**src/rtl/note_tone_gen_if.sv**
```systemverilog
// Note/tone bus between the key encoder side and the tone generator.
// The master drives the note request; the slave returns the audio output and status.
interface note_tone_gen_if;
  logic [2:0] note_idx;
  logic       note_valid;
  logic       tone_out;
  logic       active;
  logic [2:0] cur_note;

  modport master (
    output note_idx,
    output note_valid,
    input  tone_out,
    input  active,
    input  cur_note
  );

  modport slave (
    input  note_idx,
    input  note_valid,
    output tone_out,
    output active,
    output cur_note
  );
endinterface

```
**src/rtl/note_tone_gen.sv**
```systemverilog
// Glitch-free diatonic square-wave tone generator (C4..C5) driven by an encoded key index.
// Optional key-release sustain is compiled in with the TONE_SUSTAIN_EN macro.
module note_tone_gen #(
  parameter int unsigned CLK_HZ      = 50_000_000,
  parameter int unsigned CNT_W       = 17,
  parameter int unsigned SUSTAIN_CYC = 5_000_000
) (
  input  logic          clk,
  input  logic          rst_n,
  note_tone_gen_if.slave nt
);

`ifdef TONE_SUSTAIN_EN
  typedef enum logic [1:0] {
    S_IDLE    = 2'd0,
    S_PLAY    = 2'd1,
    S_SUSTAIN = 2'd2,
    S_RELEASE = 2'd3
  } state_e;

  localparam int unsigned SUS_W = (SUSTAIN_CYC > 1) ? $clog2(SUSTAIN_CYC) : 1;
  localparam logic [SUS_W-1:0] SUS_LAST = SUS_W'(SUSTAIN_CYC - 1);

  logic [SUS_W-1:0] sus_q, sus_d;
`else
  typedef enum logic [1:0] {
    S_IDLE    = 2'd0,
    S_PLAY    = 2'd1,
    S_RELEASE = 2'd3
  } state_e;

  logic unused_sustain_c;
  assign unused_sustain_c = |SUSTAIN_CYC;
`endif

  localparam int unsigned FREQ [8] = '{262, 294, 330, 349, 392, 440, 494, 523};

  state_e           state_q, state_d;
  logic [CNT_W-1:0] cnt_q, cnt_d;
  logic [2:0]       cur_note_q, cur_note_d;
  logic             tone_q, tone_d;
  logic             active_q, active_d;

  // Terminal counts (HALF-1) per note, all constants folded at elaboration.
  logic [CNT_W-1:0] half_m1 [8];
  for (genvar g = 0; g < 8; g++) begin : g_half
    assign half_m1[g] = CNT_W'(CLK_HZ / (2 * FREQ[g]) - 1);
  end

  logic             term_c;
  logic             change_c;
  logic [CNT_W-1:0] step_cnt_c;
  logic             step_tone_c;

  assign term_c      = (cnt_q == half_m1[cur_note_q]);
  assign change_c    = nt.note_valid && (nt.note_idx != cur_note_q);
  assign step_cnt_c  = term_c ? '0 : cnt_q + CNT_W'(1);
  assign step_tone_c = term_c ? ~tone_q : tone_q;

  always_comb begin
    state_d    = state_q;
    cnt_d      = cnt_q;
    cur_note_d = cur_note_q;
    tone_d     = tone_q;
`ifdef TONE_SUSTAIN_EN
    sus_d      = sus_q;
`endif
    case (state_q)
      S_IDLE: begin
        tone_d = 1'b0;
        cnt_d  = '0;
        if (nt.note_valid) begin
          state_d    = S_PLAY;
          cur_note_d = nt.note_idx;
          tone_d     = 1'b1;
        end
      end
      S_PLAY: begin
        // A note change restarts the half period and holds the current level.
        if (change_c) begin
          cur_note_d = nt.note_idx;
          cnt_d      = '0;
        end else begin
          cnt_d  = step_cnt_c;
          tone_d = step_tone_c;
          if (!nt.note_valid) begin
`ifdef TONE_SUSTAIN_EN
            state_d = S_SUSTAIN;
            sus_d   = '0;
`else
            state_d = S_RELEASE;
`endif
          end
        end
      end
`ifdef TONE_SUSTAIN_EN
      S_SUSTAIN: begin
        if (change_c) begin
          state_d    = S_PLAY;
          cur_note_d = nt.note_idx;
          cnt_d      = '0;
        end else begin
          cnt_d  = step_cnt_c;
          tone_d = step_tone_c;
          if (nt.note_valid) begin
            state_d = S_PLAY;
          end else if (sus_q == SUS_LAST) begin
            state_d = S_RELEASE;
          end else begin
            sus_d = sus_q + SUS_W'(1);
          end
        end
      end
`endif
      S_RELEASE: begin
        // Finish the current high half before going silent.
        if (change_c) begin
          state_d    = S_PLAY;
          cur_note_d = nt.note_idx;
          cnt_d      = '0;
        end else if (nt.note_valid) begin
          state_d = S_PLAY;
          cnt_d   = step_cnt_c;
          tone_d  = step_tone_c;
        end else if (!tone_q || term_c) begin
          state_d = S_IDLE;
          tone_d  = 1'b0;
          cnt_d   = '0;
        end else begin
          cnt_d = cnt_q + CNT_W'(1);
        end
      end
      default: begin
        state_d = S_IDLE;
        tone_d  = 1'b0;
        cnt_d   = '0;
      end
    endcase
    active_d = (state_d != S_IDLE);
  end

  always_ff @(posedge clk or negedge rst_n) begin
    if (!rst_n) begin
      state_q    <= S_IDLE;
      cnt_q      <= '0;
      cur_note_q <= '0;
      tone_q     <= 1'b0;
      active_q   <= 1'b0;
    end else begin
      state_q    <= state_d;
      cnt_q      <= cnt_d;
      cur_note_q <= cur_note_d;
      tone_q     <= tone_d;
      active_q   <= active_d;
    end
  end

`ifdef TONE_SUSTAIN_EN
  always_ff @(posedge clk or negedge rst_n) begin
    if (!rst_n) begin
      sus_q <= '0;
    end else begin
      sus_q <= sus_d;
    end
  end
`endif

  assign nt.tone_out = tone_q;
  assign nt.active   = active_q;
  assign nt.cur_note = cur_note_q;

endmodule

```
**src/flat_wrapper.sv**
```systemverilog
// flat-port wrapper written by rule: the top's interface ports become plain ports
module note_tone_gen_flat 
#(
  parameter int unsigned CLK_HZ      = 50_000_000,
  parameter int unsigned CNT_W       = 17,
  parameter int unsigned SUSTAIN_CYC = 5_000_000
)
  (clk, rst_n, nt_note_idx, nt_note_valid, nt_tone_out, nt_active, nt_cur_note);
  note_tone_gen_if nt_i ();
  input  logic clk;
  input  logic rst_n;
  input wire logic [$bits(nt_i.note_idx)-1:0] nt_note_idx;
  input wire logic [$bits(nt_i.note_valid)-1:0] nt_note_valid;
  output wire logic [$bits(nt_i.tone_out)-1:0] nt_tone_out;
  output wire logic [$bits(nt_i.active)-1:0] nt_active;
  output wire logic [$bits(nt_i.cur_note)-1:0] nt_cur_note;
  assign nt_i.note_idx = nt_note_idx;
  assign nt_i.note_valid = nt_note_valid;
  assign nt_tone_out = nt_i.tone_out;
  assign nt_active = nt_i.active;
  assign nt_cur_note = nt_i.cur_note;
  note_tone_gen #(.CLK_HZ(CLK_HZ), .CNT_W(CNT_W), .SUSTAIN_CYC(SUSTAIN_CYC)) u_core (.clk(clk), .rst_n(rst_n), .nt(nt_i));
endmodule
```
**config.mk**
```make
export PLATFORM = sky130hd
export DESIGN_NAME = note_tone_gen_flat
export DESIGN_NICKNAME = d
export VERILOG_FILES = /design/src/rtl/note_tone_gen_if.sv /design/src/rtl/note_tone_gen.sv /design/src/flat_wrapper.sv
export SDC_FILE = /design/constraint.sdc
export NUM_CORES = 1
export LEC_CHECK = 0
export CAP_MARGIN = 0
export CORE_AREA = 10 10 68 70
export DETAILED_ROUTE_END_ITERATION = 8
export DIE_AREA = 0 0 78 80
export GPL_TIMING_DRIVEN = 0
export PLACE_DENSITY = 0.85
export SETUP_SLACK_MARGIN = 0.05
export SYNTH_ARGS = -nofsm -noshare
export SYNTH_HDL_FRONTEND = slang
export SYNTH_SLANG_ARGS = --single-unit
```
**constraint.sdc**
```tcl
create_clock -name clk -period 3.1 [get_ports clk]
set_input_delay 0.31 -clock clk [delete_from_list [all_inputs] [get_ports clk]]
set_output_delay 0.31 -clock clk [all_outputs]
set_load 0.005 [all_outputs]
```
; ---- After elaboration in Yosys (flattened, before gate mapping)
; Memory sizes are Yosys's and may differ from the RTL's.
; Index checks and enable logic that the tools add are counted.
[totals]
romBits = 136
out_inout_bits = 5
regBits = 24
mem_count = 1
inputBits = 6
elab_cells = 53
[classes]
mux = 25
reduce_logical = 9
order_cmp = 1
n_bitwise = 2
eq_ne = 9
add_sub_neg = 1
[mem_list]
columns = memory, depth, width, read_ports, rd_ports_with_merged_regs, write_ports, line
row1 = (name not given), 8, 17, 1, 0, 0, note_tone_gen.sv:55  ; assign term_c = (cnt_q == half_m1[cur_note_q]);
[op_table]
columns = operator, count
row1 = 17-bit two-way mux, 7
row2 = 17-bit one-hot mux with 2 select lines, 1
row3 = 17-bit by 1-bit adder with 17-bit output (second input constant), 1
row4 = 17-bit == test, 1
row5 = 2-bit two-way mux, 6
row6 = 1-bit two-way mux, 6
row7 = 3-bit two-way mux, 2
row8 = 2-bit != test (second input constant), 3
row9 = 2-bit one-hot mux with 3 select lines, 1
row10 = 3-bit one-hot mux with 2 select lines, 1
row11 = 3-bit AND reduction, 2
row12 = 4-bit >= comparator (second input constant), 1
row13 = 3-bit NOT with 4-bit output, 1
row14 = 2-bit nonzero test, 2
row15 = 3-bit by 2-bit != test with 1-bit output (second input constant), 1
row16 = 3-bit != test, 1
row17 = 1-bit one-hot mux with 3 select lines, 1
row18 = 2-bit by 1-bit == test with 1-bit output (second input constant), 1
row19 = 2-bit == test (second input constant), 1
row20 = 2-bit logical NOT, 1
row21 = 2-bit by 1-bit != test with 1-bit output (second input constant), 1
row22 = 2-bit OR reduction, 1
row23 = 1-bit logical AND, 1
row24 = 1-bit logical NOT, 1
row25 = other kinds (2), 2

; ---- Logic depth before layout (Yosys ltp)
[logic_depth]
word_depth = 11
ltp_mapped = 11
depth_no_buf = 11

; ---- Worst setup path after synthesis
; No wires, ideal clock.
[synth_timing]
kind = register to register
startpoint = register u_core.cur_note_q[1] (netlist: u_core.nt.cur_note[1])
endpoint = register u_core.cnt_q[0]
setup_time_ns = 0.142
required_ns = 2.958
path_slack_ns = -0.123
arrival_ns = 3.081
period_less_slack_ns = 3.223
stages_incl_launch_ff = 12
n_path_buf = 1
path_cell_list = dfrtp_1 -> inv_1 -> ha_1 -> mux2i_1 -> mux2i_1 -> o2111ai_1 -> a2111o_1 -> ha_1 -> nand2b_1 -> o211ai_1 -> clkbuf_1 -> a211oi_1
[synth_between]
elab_chain_cells = 10
elab_cells_between_ends = 14
cone_classes = eq/ne: 2 / mux: 8 / bitwise: 1 / reduce/logical: 2 / memory: 1
[synth_lines]
columns = item, line
row1 = "start, declared", note_tone_gen.sv:40  ; logic [2:0] cur_note_q, cur_note_d;
row2 = "start signal, assigned", note_tone_gen.sv:152  ; cur_note_q <= cur_note_d;
row3 = 3-bit NOT with 4-bit output (not written as such), note_tone_gen.sv:55
row4 = memory read 8 x 17 bit, -
row5 = 17-bit two-way mux (not written as such) (2 in series), note_tone_gen.sv:55
row6 = 17-bit == test, note_tone_gen.sv:55
row7 = 1-bit logical OR, note_tone_gen.sv:125  ; end else if (!tone_q || term_c) begin
row8 = 17-bit two-way mux, note_tone_gen.sv:125
row9 = 17-bit two-way mux, note_tone_gen.sv:121  ; end else if (nt.note_valid) begin
row10 = 17-bit two-way mux, note_tone_gen.sv:117  ; if (change_c) begin
row11 = 17-bit one-hot mux with 2 select lines (*), note_tone_gen.sv:68  ; case (state_q)
row12 = via u_core.cnt_d[0], note_tone_gen.sv:39  ; logic [CNT_W-1:0] cnt_q, cnt_d;
row13 = "end signal, assigned", note_tone_gen.sv:151  ; cnt_q <= cnt_d;
row14 = "end, declared", note_tone_gen.sv:39
; Mark *: on every way through the listed nets, which the timed path passes. The rest lies on a longest branch. The select of a mux whose other input is x is not followed.
; A chain may end at the register's enable or synchronous reset.

; ---- Worst setup path in the final report
[layout_timing]
startpoint = register u_core.cur_note_q[1] (netlist: u_core.nt.cur_note[1])
endpoint = register u_core.cnt_q[13]
; The elaborated chain is that of the path after synthesis.

==> flow_summary.html <==
<table>
<tr><th>Metric</th><th>Value</th></tr>
<tr><th colspan="2">CTS</th></tr>
<tr><td>Clk_lat worst skew</td><td>0.32 ns</td></tr>
<tr><td>H-tree Lvls</td><td>1</td></tr>
<tr><td>CTS clk-pin slew, worst paths</td><td>0.13 ns</td></tr>
<tr><td>Clock tree from TritonCTS</td><td>built</td></tr>
<tr><td># clock sinks</td><td>24</td></tr>
<tr><td>Clock buffers created by TritonCTS</td><td>3</td></tr>
<tr><td>Clock Path Buffers</td><td>2</td></tr>
<tr><td>Root cell of the clock tree</td><td>clkbuf_4</td></tr>
<tr><th colspan="2">GRT</th></tr>
<tr><td>GRT overflow</td><td>0</td></tr>
<tr><td>First-pass GRT wire length</td><td>6.35 mm</td></tr>
<tr><td>GRT Util Overall</td><td>12.5%</td></tr>
<tr><td>Pin count of the biggest net entering global routing</td><td>25</td></tr>
<tr><td>Vias in the first global route</td><td>between 1k and 1.5k</td></tr>
<tr><td>Initial antenna violation count</td><td>0</td></tr>
<tr><th colspan="2">STA</th></tr>
<tr><td>Sum of negative setup slack</td><td>0 ns</td></tr>
<tr><td>Hold Violations, Final</td><td>0</td></tr>
<tr><td>Slew HR</td><td>between 20 and 30%</td></tr>
<tr><td>Final worst path period share</td><td>95.4%</td></tr>
<tr><td>Endpoints failing setup</td><td>0</td></tr>
<tr><td>Total count of max-transition violations in the final report</td><td>0</td></tr>
<tr><td>Transition time of the tightest slew-check pin</td><td>1.11 ns</td></tr>
<tr><td>RSZ-0062 raised after global routing</td><td>no</td></tr>
<tr><td>Top achievable clock speed</td><td>approximately 340 MHz</td></tr>
<tr><td>Worst clock skew</td><td>0.00303 ns</td></tr>
<tr><td>Final critical-path required period</td><td>2.96 ns</td></tr>
<tr><th colspan="2">Die</th></tr>
<tr><td>Chip width</td><td>roughly 80 um</td></tr>
<tr><td>Row count</td><td>21</td></tr>
<tr><td>Full die area</td><td>6240 um^2</td></tr>
<tr><td>Core region area</td><td>between 3000 and 4000 um^2</td></tr>
<tr><td>Die outline height</td><td>roughly 80 um</td></tr>
<tr><td>Initial Utilization</td><td>51.8%</td></tr>
<tr><td>Count of pins on the block boundary</td><td>11</td></tr>
<tr><th colspan="2">Synthesis</th></tr>
<tr><td>Post-synth ARST share</td><td>100%</td></tr>
<tr><td>Ys flop type</td><td>dfrtp_1</td></tr>
<tr><td>#FFs+latches synth</td><td>24</td></tr>
<tr><td>Syn. warnings</td><td>0</td></tr>
<tr><td>Number of nets produced by synthesis</td><td>193</td></tr>
<tr><td>Top area cells in the synthesized netlist</td><td>dfrtp_1, xnor2_1, a211oi_1</td></tr>
<tr><td>Part of the Yosys area used for sequential elements</td><td>35.3%</td></tr>
<tr><td>Synthesized instance count</td><td>177</td></tr>
<tr><td>Combined area of all synthesized cells</td><td>1700 um^2</td></tr>
<tr><td>Top cell types by occurrence after synthesis</td><td>dfrtp_1, xnor2_1, a211oi_1, nand2_1</td></tr>
<tr><td>Average instance area after synthesis</td><td>9.61 um^2</td></tr>
<tr><td>Count of cell types in the netlist</td><td>37</td></tr>
<tr><td>Most common cell in the netlist</td><td>dfrtp_1</td></tr>
<tr><td>Number of synthesized flops with an enable pin</td><td>0</td></tr>
<tr><td>Cell type with the largest total area after synthesis</td><td>dfrtp_1</td></tr>
<tr><td>Top-area cell type share of the netlist area</td><td>35.3%</td></tr>
<tr><th colspan="2">Route</th></tr>
<tr><td>Drt initial violations</td><td>75</td></tr>
<tr><td>Pre-Repair DR Iteration Count</td><td>4</td></tr>
<tr><td>Via count normalized by instance count</td><td>5.47</td></tr>
<tr><td>Post-detailed-route count of antenna-violating nets</td><td>0</td></tr>
<tr><td>WL final</td><td>roughly 3.8 mm</td></tr>
<tr><td>DR DRC count</td><td>0</td></tr>
<tr><td>Via total after detailed routing</td><td>1341</td></tr>
<tr><td>Routed wirelength normalized by instance count</td><td>15.4 um</td></tr>
<tr><th colspan="2">Finish</th></tr>
<tr><td>Layout cells sized above 1</td><td>18.6%</td></tr>
<tr><td>Number of inserted filler cells in the final layout</td><td>265</td></tr>
<tr><td>Synthesis-to-layout area growth</td><td>18.5%</td></tr>
<tr><td>Total non-filler cell area in the finished layout</td><td>2020 um^2</td></tr>
<tr><td># diodes</td><td>0</td></tr>
<tr><td>Number of nets at the end of the flow</td><td>roughly 220</td></tr>
<tr><th colspan="2">Worst setup path</th></tr>
<tr><td>Type of destination of the critical path</td><td>flop</td></tr>
<tr><td>Worst Setup Path Type</td><td>reg -&gt; reg</td></tr>
<tr><td>Crit path launch type</td><td>flop</td></tr>
<tr><td>Slowest cell delay on critical path</td><td>0.48 ns</td></tr>
<tr><td>Master of the slowest instance on the critical path</td><td>dfrtp_2</td></tr>
<tr><td>Largest fanout on the critical path</td><td>5</td></tr>
<tr><td>Critical path, cell by cell</td><td>buf_4, ha_1, a21oi_2, xnor2_1, a2111o_1, a2111o_1, ha_1, nand2b_4, o211ai_1, buf_4, clkbuf_4, a211oi_1</td></tr>
<tr><td>CP Data Required Time</td><td>3.31 ns</td></tr>
<tr><td>Reg2Reg Depth</td><td>12</td></tr>
<tr><td>Destination of the worst register-to-register timing path</td><td>u_core.cnt_q[13]</td></tr>
<tr><td>Reg2Reg Setup Slack</td><td>approximately 0.14 ns</td></tr>
<tr><td>Worst r2r src</td><td>u_core.nt.cur_note[1]</td></tr>
<tr><td>Data arrival time of the critical path</td><td>3.16 ns</td></tr>
<tr><th colspan="2">Min path</th></tr>
<tr><td>Worst hold path stage count</td><td>1</td></tr>
<tr><td>Worst hold start</td><td>u_core.cnt_q[0]</td></tr>
<tr><td>Hold Path Sink</td><td>u_core.cnt_q[0]</td></tr>
<tr><td>Tightest Hold Check Type</td><td>reg -&gt; reg</td></tr>
<tr><th colspan="2">Placed design</th></tr>
<tr><td>Count of buffers from port buffering</td><td>10</td></tr>
<tr><td>Hpwl dp</td><td>2.69 mm</td></tr>
<tr><td>Cell area after placement</td><td>roughly 1900 um^2</td></tr>
<tr><td>Placer congestion estimate</td><td>0.861</td></tr>
<tr><th colspan="2">Flow run</th></tr>
<tr><td>Max capacitance violation total</td><td>0</td></tr>
<tr><th colspan="2">Pwr</th></tr>
<tr><td>Static Leak</td><td>around 0.77 nW</td></tr>
<tr><td>Peak VDD IR</td><td>313 uV</td></tr>
<tr><td>Total power divided by cell area</td><td>630 nW/um^2</td></tr>
<tr><th colspan="2">Status</th></tr>
<tr><td>Outcome</td><td>finished clean</td></tr>
</table>
-- where the power goes --
group	internal (mW)	switching [mW]	total (mW)
sequential	0.366	0.0667	0.432
clock	0.0718	0.0939	0.166
combinational	0.333	0.338	0.672
total	0.771	0.499	1.27
-- layout by cell type (no fill, tap or decap), types with 3 or more instances in the layout --
cell type and count:
clkbuf_2 3, a21oi_1 5, mux2_2 3, mux2i_1 3, dfrtp_1 22, buf_4 7
ha_1 7, clkdlybuf4s50_1 10, nand2_1 13, inv_1 5, xnor2_1 21, nor2_1 10
a211oi_1 17, nand3_1 8, clkbuf_4 4, xor2_1 10, nand4_1 3, nor3_1 4
-- area by class of cell --
cell class | instances | area (um^2) | area share [%]
buffer | 9 | 57.6 | 2.86
clock buffer | 4 | 36.3 | 1.80
inverter | 7 | 28.8 | 1.43
multi-input combinational | 137 | 1070 | 53.2
sequential | 24 | 603 | 29.9
tap | 46 | 57.6 | 2.86
timing repair buffer | 18 | 160 | 7.95
-- worst max-delay path, delay by kind of cell, from the launching register on --
family,cells,cell delay (ns)
adder cells (fa/ha/maj),2,0.43
XOR/XNOR,1,0.08
buffers and inverters,3,0.49
flip-flops,1,0.48
AND/OR/NAND/NOR,1,0.16
AO/OA/AOI/OAI,5,1.21
-- logic make-up (layout without fill, tap and decap cells) --
kind of cell / count (synthesis) / in the layout / share of synthesized area (%)
AO/OA/AOI/OAI: 38 / 38 / 17.5
XOR/XNOR: 31 / 31 / 16.0
adder cells (fa/ha/maj): 10 / 10 / 7.36
buffers and inverters: 16 / 38 / 4.27
flip-flops: 24 / 24 / 35.3
multiplexers: 6 / 6 / 3.75
AND/OR/NAND/NOR: 52 / 52 / 15.8
-- worst max path at each step --
stage                               start          endpoint  slack (ns)  cells after the start
CTS                 u_core.nt.cur_note[1]  u_core.cnt_q[15]        0.07                     11
detailed placement  u_core.nt.cur_note[1]  u_core.cnt_q[15]       -0.38                     11
floorplan           u_core.nt.cur_note[1]   u_core.cnt_q[0]        0.07                     11
global placement    u_core.nt.cur_note[1]  u_core.cnt_q[13]       -0.32                     11
global route        u_core.nt.cur_note[1]  u_core.cnt_q[13]        0.03                     12
finish              u_core.nt.cur_note[1]  u_core.cnt_q[13]        0.14                     12
-- stage by stage --
stage | power [mW] | setup slack [ns] | instances | utilization (%) | hold WS, ns
4_1_cts | 1.21 | 0.0711 | 241 | 59.6 | 0.544
3_3_place_gp | 0.983 | -0.323 | 233 | 57.3 | 0.524
6_report | 1.27 | 0.141 | 245 | 61.4 | 0.540
3_5_place_dp | 1.00 | -0.379 | 233 | 57.3 | 0.530
2_1_floorplan | 0.836 | 0.0654 | 177 | - | 0.0144
5_1_grt | 1.37 | 0.0287 | 245 | 61.4 | 0.582
-- sequential cells by signal, summed over array words and instances (netlist names) --
signal and cells:
u_core.cnt_q 17, u_core.nt.active 1, u_core.nt.cur_note 3, u_core.nt.tone_out 1
u_core.state_q 2
-- per-layer routing --
metal,global-route usage (%),share of wire (%)
met2,21.1,49
met1,15.8,48
met4,5.38,1.3
met3,1.35,1.7
met5,0,0
-- repair_timing --
item / in CTS / in global routing
hold buffers: 0 / 0
setup buffers: 4 / 3
cloned: 0 / 1
resized for setup: 3 / 7
endpoints found under the setup margin: 17 / 17
pin swaps: 1 / 6
(Power assumes the default switching activity.)
